`src/rtl/flash_ctrl_pkg.sv`:
```
// Shared types and constants for the flash controller program path.
package flash_ctrl_pkg;

  localparam int unsigned ProgWordW = 64;

  typedef enum logic [1:0] {
    StIdle   = 2'd0,
    StProg   = 2'd1,
    StFinish = 2'd2
  } prog_state_e;

endpackage

```
`src/rtl/flash_prog_seq.sv`:
```
// Program-operation sequencer: walks a word range, pulls each word from the
// program FIFO, issues one request per word and reports done/error.
module flash_prog_seq
  import flash_ctrl_pkg::*;
#(
  parameter int unsigned AddrW = 16,
  parameter int unsigned WordW = ProgWordW,
  parameter int unsigned CntW  = 12
) (
  input  logic             clk_i,
  input  logic             rst_ni,
  input  logic             op_start_i,
  input  logic [CntW-1:0]  op_num_words_i,
  input  logic [AddrW-1:0] op_addr_i,
  input  logic             data_rvalid_i,
  input  logic [WordW-1:0] data_i,
  output logic             data_rready_o,
  output logic             req_o,
  output logic [AddrW-1:0] addr_o,
  output logic             addr_ovfl_o,
  output logic [WordW-1:0] prog_data_o,
  output logic             last_o,
  input  logic             done_i,
  input  logic             error_i,
  output logic             busy_o,
  output logic             op_done_o,
  output logic             op_err_o,
  output logic [AddrW-1:0] err_addr_o
);

  prog_state_e      r_state;
  logic [AddrW-1:0] r_base;
  logic [CntW-1:0]  r_limit;
  logic [CntW-1:0]  r_cnt;
  logic             r_err_q;
  logic [AddrW-1:0] r_err_addr;

  logic             w_in_prog;
  logic [AddrW:0]   w_sum;
  logic             w_last;

  // One extra bit so a wrap past the top of the address space is visible.
  assign w_sum     = {1'b0, r_base} + {{(AddrW + 1 - CntW){1'b0}}, r_cnt};
  assign w_in_prog = (r_state == StProg);
  assign w_last    = (r_cnt == r_limit);

  assign req_o         = w_in_prog & data_rvalid_i;
  assign addr_o        = w_sum[AddrW-1:0];
  assign addr_ovfl_o   = w_sum[AddrW];
  assign prog_data_o   = w_in_prog ? data_i : {WordW{1'b0}};
  assign last_o        = w_in_prog & w_last;
  assign data_rready_o = w_in_prog & done_i;
  assign busy_o        = (r_state != StIdle);
  assign op_done_o     = (r_state == StFinish);
  assign op_err_o      = (r_state == StFinish) & r_err_q;
  assign err_addr_o    = r_err_addr;

  // Sequencer FSM with word counter; a failing word ends the operation at once.
  always_ff @(posedge clk_i or negedge rst_ni) begin
    if (!rst_ni) begin
      r_state    <= StIdle;
      r_base     <= {AddrW{1'b0}};
      r_limit    <= {CntW{1'b0}};
      r_cnt      <= {CntW{1'b0}};
      r_err_q    <= 1'b0;
      r_err_addr <= {AddrW{1'b0}};
    end else begin
      case (r_state)
        StIdle: begin
          if (op_start_i) begin
            r_base  <= op_addr_i;
            r_limit <= op_num_words_i;
            r_cnt   <= {CntW{1'b0}};
            r_err_q <= 1'b0;
            r_state <= StProg;
          end
        end
        StProg: begin
          if (done_i) begin
            if (error_i) begin
              r_err_q    <= 1'b1;
              r_err_addr <= w_sum[AddrW-1:0];
              r_state    <= StFinish;
            end else if (w_last) begin
              r_err_q <= 1'b0;
              r_state <= StFinish;
            end else begin
              r_cnt <= r_cnt + {{(CntW - 1){1'b0}}, 1'b1};
            end
          end
        end
        StFinish: begin
          r_state <= StIdle;
        end
        default: begin
          r_state <= StIdle;
        end
      endcase
    end
  end

endmodule
```
`config.mk`:
```
export PLATFORM = sky130hd
export DESIGN_NAME = flash_prog_seq
export DESIGN_NICKNAME = d
export VERILOG_FILES = /design/src/rtl/flash_ctrl_pkg.sv /design/src/rtl/flash_prog_seq.sv
export SDC_FILE = /design/constraint.sdc
export NUM_CORES = 1
export LEC_CHECK = 0
export BUFFER_PORTS_ARGS = -buffer_cell sky130_fd_sc_hd__buf_4
export CAP_MARGIN = 15
export CORE_MARGIN = 2
export CORE_UTILIZATION = 45
export CTS_BUF_LIST = sky130_fd_sc_hd__clkbuf_4
export CTS_CLUSTER_DIAMETER = 150
export DETAILED_ROUTE_END_ITERATION = 8
export GPL_TIMING_DRIVEN = 0
export HOLD_SLACK_MARGIN = 0.15
export PLACE_DENSITY_LB_ADDON = 0.15
export SYNTH_ARGS = -nofsm -noshare
export SYNTH_HDL_FRONTEND = slang
export SYNTH_SLANG_ARGS = --single-unit
```
`constraint.sdc`:
```
create_clock -name clk_i -period 7.6 [get_ports clk_i]
set_input_delay 0.38 -clock clk_i [delete_from_list [all_inputs] [get_ports clk_i]]
set_output_delay 0.38 -clock clk_i [all_outputs]
set_load 0.02 [all_outputs]
```
==> reports/metrics.cfg <==
[run_status]
status=finished clean

[global_route]
grt_max_degree=60
grt_usage=0.244
grt_antenna_before_repair=0
grt_pass1_vias=3533
grt_pass1_wl_um=16700
grt_overflow=0

[yosys]
syn_avg_cell_area_um2=8.95
synth_fp_nets=513
ys_seq_area_frac=0.411
async_flop_share=1.00
synthCells=401
synth_edf_count=0
syn_area_um2=3590
ys_ff_latch=59
ys.warnings.count=0
ys_types=45
ys.flop_type=dfrtp_1

[place]
numPlacedInstances=703
place_congestion=0.885
dp_hpwl_um=8590
io_buffers=200
dpl-instance-area_um2=5220

[sta]
max_freq_ghz=0.291
fin_crit_sh=0.452
clock_skew_ns=0.0132
rsz0062_at_grt=false
setup_viol=0
worst_pin_slew_ns=0.738
maxSlewViolCount=0
hold_ws_ns=0.169
max-slew-margin-rel=0.508
setup_tns_ns=0
hold_violations=0
layout_min_cycle_time_ns=3.43

[worst_setup_path]
path_class=reg -> out
slowest_delay_ns=0.46
worstPathMaxFanout=5
worst_setup_path_start_kind=flop
slowest_stage=dfrtp_1
worstPathArrival_ns=3.05
cp.required_ns=7.22
critPathCaptureType=output port
path_cells=ha_1 > fa_1 > a21o_1 > a221o_2 > a2111oi_4 > nor2_1 > xor2_1 > buf_4

[drt]
route.vias.total=3552
ant_nets=0
wl_per_cell_um=14.6
viasPerCell=4.87
drtIter0Drc=108
drt_pass1_iterations=4
drc=0
wirelength_um=10600

[floorplan]
start_util=0.465
die_area_um2=8710
core_um2=7730
rows=32
die_h_um=93.3
die_x_um=93.3
io_pins=201

[final_layout]
seqCellArea_um2=1480
multi_input_area_um2=2050
final_common_cell=buf_4
final_cell_mix=buf_4, nand2_1, and2_1
fin_cells=729
drive_above_1_share=0.384
syn_to_final_growth_pct=51.3
nFillCells=637
nets=734
design_area_um2=5430
antenna_cells=0

[clock_network]
post_cts_buffers=0
root_buffer=clkbuf_4
cts_buffers=9
clk_latency_ns=0.40
h-tree-depth=3
cts_tree=yes
clk_pin_slew_ns=0.10
clock_path_buffers=2
cts.sinks=59

[run]
cap_violations=0

[pwr]
total_power_mw=1.51
p_per_area_nw_per_um2=277
vdd_ir_drop_max_mv=0.136
power_leakage_nw=2.88

[worst_hold_path]
hp-class=in -> reg

-- final timing paths --
path                                     from             end  slack [ns]  cells after the start
worst min register to register      r_base[7]       r_base[7]        0.49                      2
min in group asynchronous              rst_ni   err_addr_o[5]        0.57                      2
worst max register to register       r_cnt[0]  err_addr_o[14]        4.78                      8
max in group asynchronous              rst_ni      r_limit[2]        6.52                      2
worst min-delay path            op_addr_i[12]      r_base[12]        0.17                      3
worst max-delay path                 r_cnt[0]      addr_o[12]        4.17                      8
-- synthesized netlist by cell type, types with 2 or more instances --
cell	number	area share
nor3b_1	2	0.0042
o21ai_1	4	0.0056
or2_2	3	0.0052
clkbuf_1	14	0.015
nand3_1	10	0.014
nor2_1	12	0.013
xnor2_1	19	0.046
and3_1	3	0.0052
inv_1	2	0.0021
and3_2	2	0.0042
nand2_1	95	0.099
and2_1	67	0.12
dfrtp_1	59	0.41
ha_1	13	0.045
mux2_1	4	0.013
mux2_2	13	0.041
xor2_1	11	0.027
nor3_1	4	0.0056
or3_1	7	0.012
o21ai_0	6	0.0084
a21oi_1	16	0.022
a21o_1	5	0.010
nand2b_1	2	0.0035
a22o_1	2	0.0049
nand4_1	6	0.010
-- power by group --
group / total (mW) / internal, mW / switching (mW)
clock: 0.188 / 0.0807 / 0.108
combinational: 0.820 / 0.376 / 0.445
sequential: 0.498 / 0.419 / 0.0784
total: 1.51 / 0.876 / 0.631
-- routing by layer --
layer	wire, um	GRT usage	vias up
met3	656	0.0620	14
met2	5220	0.404	107
met1	4570	0.309	1647
li1	-	-	1784
met4	181	0.0858	0
met5	0	0	-
-- kinds of logic (layout without fill, tap and decap cells) --
kind of cell,Yosys count,count (layout),share of synthesized area
AO/OA/AOI/OAI,42,42,0.0808
XOR/XNOR,30,30,0.0732
adder cells (fa/ha/maj),14,14,0.0509
buffers and inverters,18,244,0.0192
flip-flops,59,59,0.411
multiplexers,17,17,0.0533
AND/OR/NAND/NOR,221,221,0.312
-- through the flow --
step	utilization	setup WS, ns
after floorplan	-	4.80
after global placement	0.676	4.65
after detailed placement	0.676	4.62
after CTS	0.703	4.15
after global routing	0.703	4.00
final	0.703	4.17
-- state kept, by name, summed over array words and instances (netlist names) --
name	flops
err_addr_o	16
r_base	16
r_cnt	12
r_limit	12
r_state	2
r_err_q	1
-- area by class of cell --
cell class / count / area share
Multi-Input combinational cell: 324 / 0.377
Timing Repair Buffer: 210 / 0.295
Sequential cell: 59 / 0.272
Tap cell: 102 / 0.0235
Clock buffer: 13 / 0.0180
Buffer: 16 / 0.0113
Clock inverter: 3 / 0.00276
Inverter: 2 / 0.00138
-- critical path: cells and delay by family, from the launching register on --
family	cells	cell delay, ns
compound gates	3	1.01
fa+ha+maj	2	0.67
xor+xnor	1	0.20
buf+inv	1	0.18
flops	1	0.46
simple gates	1	0.12
-- what timing repair did --
action	CTS	global route
hold buffers	10	0
gates resized for setup	0	0
hold endpoints to repair	68	0
No activity file was read; power rests on OpenSTA's default activity.
